--- src/rtl/mc_ctrl_fsm_if.sv ---
// Memory handshake bundle between the multicycle sequencer and the shared memory port.
// The controller holds a request level-stable until the memory returns mem_ready.
interface mc_ctrl_fsm_if;
    logic mem_req;
    logic MemWrite;
    logic AdrSrc;
    logic mem_ready;

    modport master (output mem_req, MemWrite, AdrSrc, input mem_ready);
    modport slave  (input mem_req, MemWrite, AdrSrc, output mem_ready);
endinterface

--- src/rtl/mc_ctrl_fsm.sv ---
// Multicycle RV32I control sequencer: Fetch/Decode/Execute/Memory/Writeback walk.
// Optional feature macro ILLEGAL_TRAP_EN: unknown opcodes trap instead of acting as NOPs.
module mc_ctrl_fsm #(
    parameter logic [3:0] RESET_STATE = 4'd0
) (
    input  logic                 clk,
    input  logic                 reset,
    mc_ctrl_fsm_if.master        mem,
    input  logic [6:0]           op,
    input  logic [2:0]           funct3,
    input  logic                 funct7b5,
    input  logic                 Zero,
    output logic                 IRWrite,
    output logic                 PCWrite,
    output logic                 RegWrite,
    output logic [1:0]           ResultSrc,
    output logic [1:0]           ALUSrcA,
    output logic [1:0]           ALUSrcB,
    output logic [1:0]           ImmSrc,
    output logic [2:0]           ALUControl,
    output logic                 retire,
    output logic                 illegal_instr
);

    localparam int unsigned OP_W = 7;

    localparam logic [OP_W-1:0] OP_LW  = 7'b0000011;
    localparam logic [OP_W-1:0] OP_SW  = 7'b0100011;
    localparam logic [OP_W-1:0] OP_R   = 7'b0110011;
    localparam logic [OP_W-1:0] OP_I   = 7'b0010011;
    localparam logic [OP_W-1:0] OP_BEQ = 7'b1100011;
    localparam logic [OP_W-1:0] OP_JAL = 7'b1101111;

    localparam logic [1:0] ALU_ADD   = 2'b00;
    localparam logic [1:0] ALU_SUB   = 2'b01;
    localparam logic [1:0] ALU_FUNCT = 2'b10;

    typedef enum logic [3:0] {
        FETCH    = 4'd0,
        DECODE   = 4'd1,
        MEMADR   = 4'd2,
        MEMREAD  = 4'd3,
        MEMWB    = 4'd4,
        MEMWRITE = 4'd5,
        EXECR    = 4'd6,
        EXECI    = 4'd7,
        ALUWB    = 4'd8,
        BEQ      = 4'd9,
        JAL      = 4'd10
`ifdef ILLEGAL_TRAP_EN
        , TRAP   = 4'd11
`endif
    } state_t;

    state_t     state_q;
    state_t     state_d;
    logic [1:0] alu_op;
    logic       mem_req_c;
    logic       mem_write_c;
    logic       adr_src_c;

    // State register
    always_ff @(posedge clk) begin
        if (reset) state_q <= state_t'(RESET_STATE);
        else       state_q <= state_d;
    end

    // Next state and Moore decodes; memory/zero gating applied inline
    always_comb begin
        state_d     = state_q;
        mem_req_c   = 1'b0;
        mem_write_c = 1'b0;
        adr_src_c   = 1'b0;
        IRWrite     = 1'b0;
        PCWrite     = 1'b0;
        RegWrite    = 1'b0;
        ResultSrc   = 2'b00;
        ALUSrcA     = 2'b00;
        ALUSrcB     = 2'b00;
        alu_op      = ALU_ADD;
        retire      = 1'b0;

        case (state_q)
            FETCH: begin
                mem_req_c = 1'b1;
                ALUSrcB   = 2'b10;
                ResultSrc = 2'b10;
                IRWrite   = mem.mem_ready;
                PCWrite   = mem.mem_ready;
                if (mem.mem_ready) state_d = DECODE;
            end
            DECODE: begin
                ALUSrcA = 2'b01;
                ALUSrcB = 2'b01;
                case (op)
                    OP_LW, OP_SW: state_d = MEMADR;
                    OP_R:         state_d = EXECR;
                    OP_I:         state_d = EXECI;
                    OP_BEQ:       state_d = BEQ;
                    OP_JAL:       state_d = JAL;
                    default: begin
`ifdef ILLEGAL_TRAP_EN
                        state_d = TRAP;
`else
                        state_d = FETCH;
                        retire  = 1'b1;
`endif
                    end
                endcase
            end
            MEMADR: begin
                ALUSrcA = 2'b10;
                ALUSrcB = 2'b01;
                state_d = op[5] ? MEMWRITE : MEMREAD;
            end
            MEMREAD: begin
                mem_req_c = 1'b1;
                adr_src_c = 1'b1;
                if (mem.mem_ready) state_d = MEMWB;
            end
            MEMWB: begin
                ResultSrc = 2'b01;
                RegWrite  = 1'b1;
                retire    = 1'b1;
                state_d   = FETCH;
            end
            MEMWRITE: begin
                mem_req_c   = 1'b1;
                mem_write_c = 1'b1;
                adr_src_c   = 1'b1;
                retire      = mem.mem_ready;
                if (mem.mem_ready) state_d = FETCH;
            end
            EXECR: begin
                ALUSrcA = 2'b10;
                alu_op  = ALU_FUNCT;
                state_d = ALUWB;
            end
            EXECI: begin
                ALUSrcA = 2'b10;
                ALUSrcB = 2'b01;
                alu_op  = ALU_FUNCT;
                state_d = ALUWB;
            end
            ALUWB: begin
                RegWrite = 1'b1;
                retire   = 1'b1;
                state_d  = FETCH;
            end
            BEQ: begin
                ALUSrcA = 2'b10;
                alu_op  = ALU_SUB;
                PCWrite = Zero;
                retire  = 1'b1;
                state_d = FETCH;
            end
            JAL: begin
                ALUSrcA = 2'b01;
                ALUSrcB = 2'b10;
                PCWrite = 1'b1;
                state_d = ALUWB;
            end
`ifdef ILLEGAL_TRAP_EN
            TRAP: state_d = TRAP;
`endif
            default: state_d = FETCH;
        endcase

        // Reset abandons any access and suppresses every side effect
        if (reset) begin
            mem_req_c   = 1'b0;
            mem_write_c = 1'b0;
            IRWrite     = 1'b0;
            PCWrite     = 1'b0;
            RegWrite    = 1'b0;
            retire      = 1'b0;
        end
    end

    assign mem.mem_req  = mem_req_c;
    assign mem.MemWrite = mem_write_c;
    assign mem.AdrSrc   = adr_src_c;

    // ALU operation decode
    always_comb begin
        ALUControl = 3'b000;
        case (alu_op)
            ALU_SUB: ALUControl = 3'b001;
            ALU_FUNCT: begin
                case (funct3)
                    3'b000:  ALUControl = (op[5] & funct7b5) ? 3'b001 : 3'b000;
                    3'b010:  ALUControl = 3'b101;
                    3'b110:  ALUControl = 3'b011;
                    3'b111:  ALUControl = 3'b010;
                    default: ALUControl = 3'b000;
                endcase
            end
            default: ALUControl = 3'b000;
        endcase
    end

    // Immediate format straight from the opcode
    always_comb begin
        case (op)
            OP_SW:   ImmSrc = 2'b01;
            OP_BEQ:  ImmSrc = 2'b10;
            OP_JAL:  ImmSrc = 2'b11;
            default: ImmSrc = 2'b00;
        endcase
    end

`ifdef ILLEGAL_TRAP_EN
    logic illegal_q;

    // Sticky from TRAP entry until reset
    always_ff @(posedge clk) begin
        if (reset)                illegal_q <= 1'b0;
        else if (state_d == TRAP) illegal_q <= 1'b1;
    end

    assign illegal_instr = illegal_q;
`else
    assign illegal_instr = 1'b0;
`endif

endmodule
--- src/flat_wrapper.sv ---
// flat-port wrapper written by rule: the top's interface ports become plain ports
module mc_ctrl_fsm_flat 
#(
    parameter logic [3:0] RESET_STATE = 4'd0
)
  (clk, reset, op, funct3, funct7b5, Zero, IRWrite, PCWrite, RegWrite, ResultSrc, ALUSrcA, ALUSrcB, ImmSrc, ALUControl, retire, illegal_instr, mem_mem_req, mem_MemWrite, mem_AdrSrc, mem_mem_ready);
  mc_ctrl_fsm_if mem_i ();
  input  logic clk;
  input  logic reset;
  input  logic [6:0] op;
  input  logic [2:0] funct3;
  input  logic funct7b5;
  input  logic Zero;
  output logic IRWrite;
  output logic PCWrite;
  output logic RegWrite;
  output logic [1:0] ResultSrc;
  output logic [1:0] ALUSrcA;
  output logic [1:0] ALUSrcB;
  output logic [1:0] ImmSrc;
  output logic [2:0] ALUControl;
  output logic retire;
  output logic illegal_instr;
  output wire logic [$bits(mem_i.mem_req)-1:0] mem_mem_req;
  output wire logic [$bits(mem_i.MemWrite)-1:0] mem_MemWrite;
  output wire logic [$bits(mem_i.AdrSrc)-1:0] mem_AdrSrc;
  input wire logic [$bits(mem_i.mem_ready)-1:0] mem_mem_ready;
  assign mem_mem_req = mem_i.mem_req;
  assign mem_MemWrite = mem_i.MemWrite;
  assign mem_AdrSrc = mem_i.AdrSrc;
  assign mem_i.mem_ready = mem_mem_ready;
  mc_ctrl_fsm #(.RESET_STATE(RESET_STATE)) u_core (.clk(clk), .reset(reset), .mem(mem_i), .op(op), .funct3(funct3), .funct7b5(funct7b5), .Zero(Zero), .IRWrite(IRWrite), .PCWrite(PCWrite), .RegWrite(RegWrite), .ResultSrc(ResultSrc), .ALUSrcA(ALUSrcA), .ALUSrcB(ALUSrcB), .ImmSrc(ImmSrc), .ALUControl(ALUControl), .retire(retire), .illegal_instr(illegal_instr));
endmodule
--- config.mk ---
export PLATFORM = sky130hd
export DESIGN_NAME = mc_ctrl_fsm_flat
export DESIGN_NICKNAME = d
export VERILOG_FILES = /design/src/rtl/mc_ctrl_fsm_if.sv /design/src/rtl/mc_ctrl_fsm.sv /design/src/flat_wrapper.sv
export SDC_FILE = /design/constraint.sdc
export NUM_CORES = 1
export LEC_CHECK = 0
export ABC_AREA = 1
export CORE_ASPECT_RATIO = 0.9
export CORE_UTILIZATION = 37
export DETAILED_ROUTE_END_ITERATION = 10
export PLACE_DENSITY_LB_ADDON = 0.1
export SYNTH_ARGS = -nofsm -noshare
export SYNTH_HDL_FRONTEND = slang
export SYNTH_SLANG_ARGS = --single-unit
--- constraint.sdc ---
create_clock -name clk -period 2 [get_ports clk]
set_clock_uncertainty 0.1 [all_clocks]
set_input_delay 0.4 -clock clk [delete_from_list [all_inputs] [get_ports clk]]
set_output_delay 0.4 -clock clk [all_outputs]
set_load 0.02 [all_outputs]
======== After elaboration in Yosys (flattened, before gate mapping) ========
Cells that the tools add are included.
word-level totals
  register bits ........................... 4
  bits of input ports ..................... 15
  output and inout port bits .............. 19
  logic and storage cells ................. 69
cells by class
  equal/unequal tests ..................... 24
  muxes and demuxes ....................... 28
  bitwise logic cells ..................... 1
  reduce and logical (&&, ||, !) cells .... 15
operators by type and width
  cell                                                              count
  4-bit one-hot mux with 6 select lines                             1
  4-bit one-hot mux with 5 select lines                             1
  4-bit by 3-bit == test with 1-bit output (second input constant)  4
  2-bit one-hot mux with 2 select lines                             4
  7-bit by 6-bit == test with 1-bit output (second input constant)  2
  7-bit == test (second input constant)                             2
  1-bit 2-to-1 mux                                                  13
  4-bit == test (second input constant)                             3
  4-bit 2-to-1 mux                                                  3
  3-bit one-hot mux with 4 select lines                             1
  2-bit OR reduction                                                6
  3-bit OR reduction                                                4
  4-bit by 2-bit == test with 1-bit output (second input constant)  2
  7-bit by 2-bit == test with 1-bit output (second input constant)  1
  7-bit by 5-bit == test with 1-bit output (second input constant)  1
  3-bit == test (second input constant)                             2
  2-bit != test (second input constant)                             3
  1-bit one-hot mux with 3 select lines                             2
  2-bit one-hot mux with 3 select lines                             1
  3-bit one-hot mux with 2 select lines                             1
  6-bit OR reduction                                                1
  4-bit by 1-bit == test with 1-bit output (second input constant)  1
  4-bit zero test                                                   1
  4-bit OR reduction                                                1
  other kinds (7)                                                   7

======== Longest topological paths before layout ========
  word-level depth ........................ 5
  depth in mapped cells ................... 10
  depth with buffers taken out ............ 10

======== Worst setup path after synthesis ========
OpenSTA, ideal clock, no wires.
  path type ............................... reg-to-output
  from .................................... reg u_core.state_q[0]
  to ...................................... out ALUControl[1]
  arrival time ............................ 1,773 ps
  slack ................................... -273 ps
  stages on the path, launching flop included .. 6
  path through ............................ dfxtp_1 -> nand2_2 -> nor2_2 -> inv_2 -> ha_1 -> nor4_1
between the ends
  longest elaborated chain between the ends .. 5
RTL lines
  element                                                                    RTL line            RTL
  start, declared                                                            mc_ctrl_fsm.sv:55   state_t state_q;
  start signal, assigned                                                     mc_ctrl_fsm.sv:64   if (reset) state_q <= state_t'(RESET_STATE);
  start signal, assigned                                                     mc_ctrl_fsm.sv:65   else state_q <= state_d;
  4-bit by 3-bit == test with 1-bit output                                   mc_ctrl_fsm.sv:83   case (state_q)
  2-bit OR reduction (no line)                                               n/a
  2-bit one-hot mux with 2 select lines *                                    mc_ctrl_fsm.sv:83
  2-bit == test or 2-bit by 1-bit == test with 1-bit output (tied branches)  mc_ctrl_fsm.sv:187  case (alu_op)
  3-bit one-hot mux with 2 select lines *                                    mc_ctrl_fsm.sv:187
  end, declared                                                              flat_wrapper.sv:21  output logic [2:0] ALUControl;
Mark *: on every way between the ends. The rest lies on a longest branch, timed or not.

======== Worst setup path after layout ========
  from .................................... reg u_core.state_q[3]
  to ...................................... out ALUControl[0]
Same word-level chain as after synthesis.

==> impl_metrics.csv <==
group,metric,value,unit
logic_synthesis,synth_area,598,µm²
placement,place.gp.congestion,0.799,
placement,place_ws,-0.537,ns
cells_and_area,finalNetCount,210,
detailed_routing,first_iter_violations,73,
sta,rsz0062_at_grt,"true",
sta,hold_viol_final,0,
detailed_routing,num_vias,1270,
cells_and_area,n_antenna_cell,0,
pwr,power.leakage,0.740,nW
cells_and_area,largest_reg_flops,4,
floorplanning,die_w,44.4,µm
detailed_routing,wirelength,4.01,mm
sta,max_freq,443,MHz
worst_setup_path,crit_arrival,1.76,ns
sta,fin_crit_sh,113,%
pwr,p_total,424,µW
grt,grt_pass1_vias,1037,
logic_synthesis,yosysUniqueCellTypes,24,
placement,port_buffers,32,
sta,worst_slack,-0.259,ns
cts,cts_inserted_buffers,3,
cells_and_area,areaGrowthSynthToFinish,140,%
flow_run,cap_violations,0,
grt,grt_use_total,36.6,%
pwr,vdd_drop_max,0.395,mV
sta,layout_min_cycle_time,2.26,ns
cts,htreeDepth,1,
cts,cts_tree,"yes",
hold_path,min_path_type,"reg -> reg",
cts,clk_pin_slew,0.04,ns
cells_and_area,drive_gt1_share,59.2,%
floorplanning,dieArea,1780,µm²
worst_setup_path,worst-setup-path-type,"reg -> out",
grt,antenna_found_initial,0,
pwr,p_per_area,295,nW/µm²
grt,grt-ovfl-total,0,
worst_setup_path,cp-start-kind,"flip-flop",
cells_and_area,final_cell_count_no_fill,213,
sta,setup_viol,11,
detailed_routing,via_per_inst,5.96,
sta,whs,0.578,ns
grt,grt_max_degree,11,
worst_setup_path,rrSetupSlack,0.27,ns
floorplanning,fp.dieH,40.1,µm
worst_setup_path,critPathCaptureType,"output pin",
outcome,failed_checks,"setup timing",
worst_setup_path,crit_path_max_fanout,2,
logic_synthesis,yosys_warnings,0,
floorplanning,rows,13,
worst_setup_path,worstPathRequired,1.50,ns
placement,dp_hpwl,1.83,mm
placement,dp.cells,194,
cts,cts_root_buf,"clkbuf_4",
cells_and_area,largest_register,"u_core.state_q",
floorplanning,io_pins,34,
sta,slew_viol_final,0,
detailed_routing,drc,0,
logic_synthesis,syn_area_per_cell,5.64,µm²
cts,cts_buffer_depth,2,
cts,clkSinkCount,4,
logic_synthesis,synth-seq-cells,4,
cts,worstSkewPairLatency,0.24,ns
logic_synthesis,ys_seq_area_share,13.4,%
outcome,outcome,"finished, violations left",
detailed_routing,ant_nets,0,
logic_synthesis,synth_fp_nets,123,
cells_and_area,final_util,96.9,%
detailed_routing,dr.pass1.iters,5,
logic_synthesis,synthCells,106,
cells_and_area,reg.largest.list,"u_core.state_q x4",
cts,ctsHoldBuffers,0,
grt,grt_pass1_wl,4.64,mm
floorplanning,core,1480,µm²
floorplanning,start_util,40.4,%
detailed_routing,wl_per_cell,18.8,µm
==> power by group <==
| group | switching, mW | leakage (nW) | internal (mW) | total (mW) |
|---|---|---|---|---|
| Combinational | 0.125 | 0.693 | 0.108 | 0.233 |
| Clock | 0.0370 | 0.0138 | 0.0674 | 0.104 |
| Sequential | 0.00277 | 0.0335 | 0.0829 | 0.0856 |
| Total | 0.165 | 0.740 | 0.259 | 0.424 |
==> layer usage <==
metal | track usage (%) | routed length, µm | part of all wire, %
met3 | 7.66 | 412 | 10
met2 | 67.6 | 1860 | 46
met5 | 0 | 0 | 0
met4 | 16.7 | 359 | 9.0
met1 | 41.1 | 1370 | 34
==> layout make-up <==
cell class                      count  area (µm²)
Multi-Input combinational cell     76         519
Tap cell                           22        27.5
Clock buffer                        3        22.5
Sequential cell                     4        82.6
Fill cell                          26        46.3
Inverter                           24        92.6
Timing Repair Buffer               84         689
==> kinds of logic after synthesis <==
family                     synth area share, %
AOI/OAI and AO/OA                         14.0
adders and majority gates                 4.18
buffers and inverters                     16.9
DFF                                       13.4
other                                    0.627
and+or+nand+nor                           50.8
==> final timing paths <==
check	depth (start not counted)	to	start
setup / recovery	10	ALUControl[0]	u_core.state_q[3]
hold / removal	3	u_core.state_q[0]	u_core.state_q[0]
setup reg to reg	11	u_core.state_q[1]	u_core.state_q[3]
hold reg to reg	3	u_core.state_q[0]	u_core.state_q[0]
==> worst max-delay path: stages (launching register included) <==
cell and delay (ns):
dfxtp_2 0.32, buf_6 0.12, nor2_4 0.12, inv_2 0.06
nor2_4 0.12, ha_4 0.16, inv_2 0.05, nor3_2 0.10
nor2_1 0.08, a21oi_1 0.20, buf_4 0.18
==> what timing repair did <==
action                                  CTS  global route
setup buffers                            11             6
resized for setup                        93            44
endpoints found under the setup margin   18            20
pin swaps                                11            16
==> cell usage after synthesis, drive strengths merged <==
cell    count  area [µm²]
buf         2        11.3
inv        24        90.1
and3        1        6.26
conb        1        3.75
a31oi       3        18.8
a21oi       7        42.5
dfxtp       4        80.1
nor2       15        86.3
nand2      25        98.8
nor3        1        5.00
nand4       4        25.0
nand3      12        70.1
nor4        2        12.5
o21ai       2        13.8
ha          2        25.0
o311ai      1        8.76
==> cell usage in the layout (no fill, tap or decap), types with 2 or more instances in the layout <==
master           netlist  final
nand3_2                2      4
dlygate4sd2_1          0      4
nor4_4                 0      2
clkbuf_2               0      3
buf_4                  1     54
nand2_1               23     22
nand4_1                4      4
clkdlybuf4s15_1        0      3
clkbuf_4               0      3
nand3_1               10      8
nor2_1                 9      7
buf_2                  0      2
a21oi_2                2      3
nor2_4                 3      5
nor2_2                 3      3
a21oi_1                5      3
dfxtp_2                0      2
buf_6                  0     11
inv_1                 20     12
dfxtp_1                4      2
a31oi_1                3      3
inv_2                  4     11
nand2_2                2      2
clkdlybuf4s50_1        0      7
==> through the flow <==
| stage | cell area [µm²] | setup TNS (ns) |
|---|---|---|
| floorplan | 611 | -0.0730 |
| global placement | 1220 | -3.89 |
| detailed placement | 1220 | -4.50 |
| CTS | 1330 | -0.474 |
| global route | 1430 | -2.22 |
| finish | 1430 | -1.42 |
(Power assumes the default switching activity.)
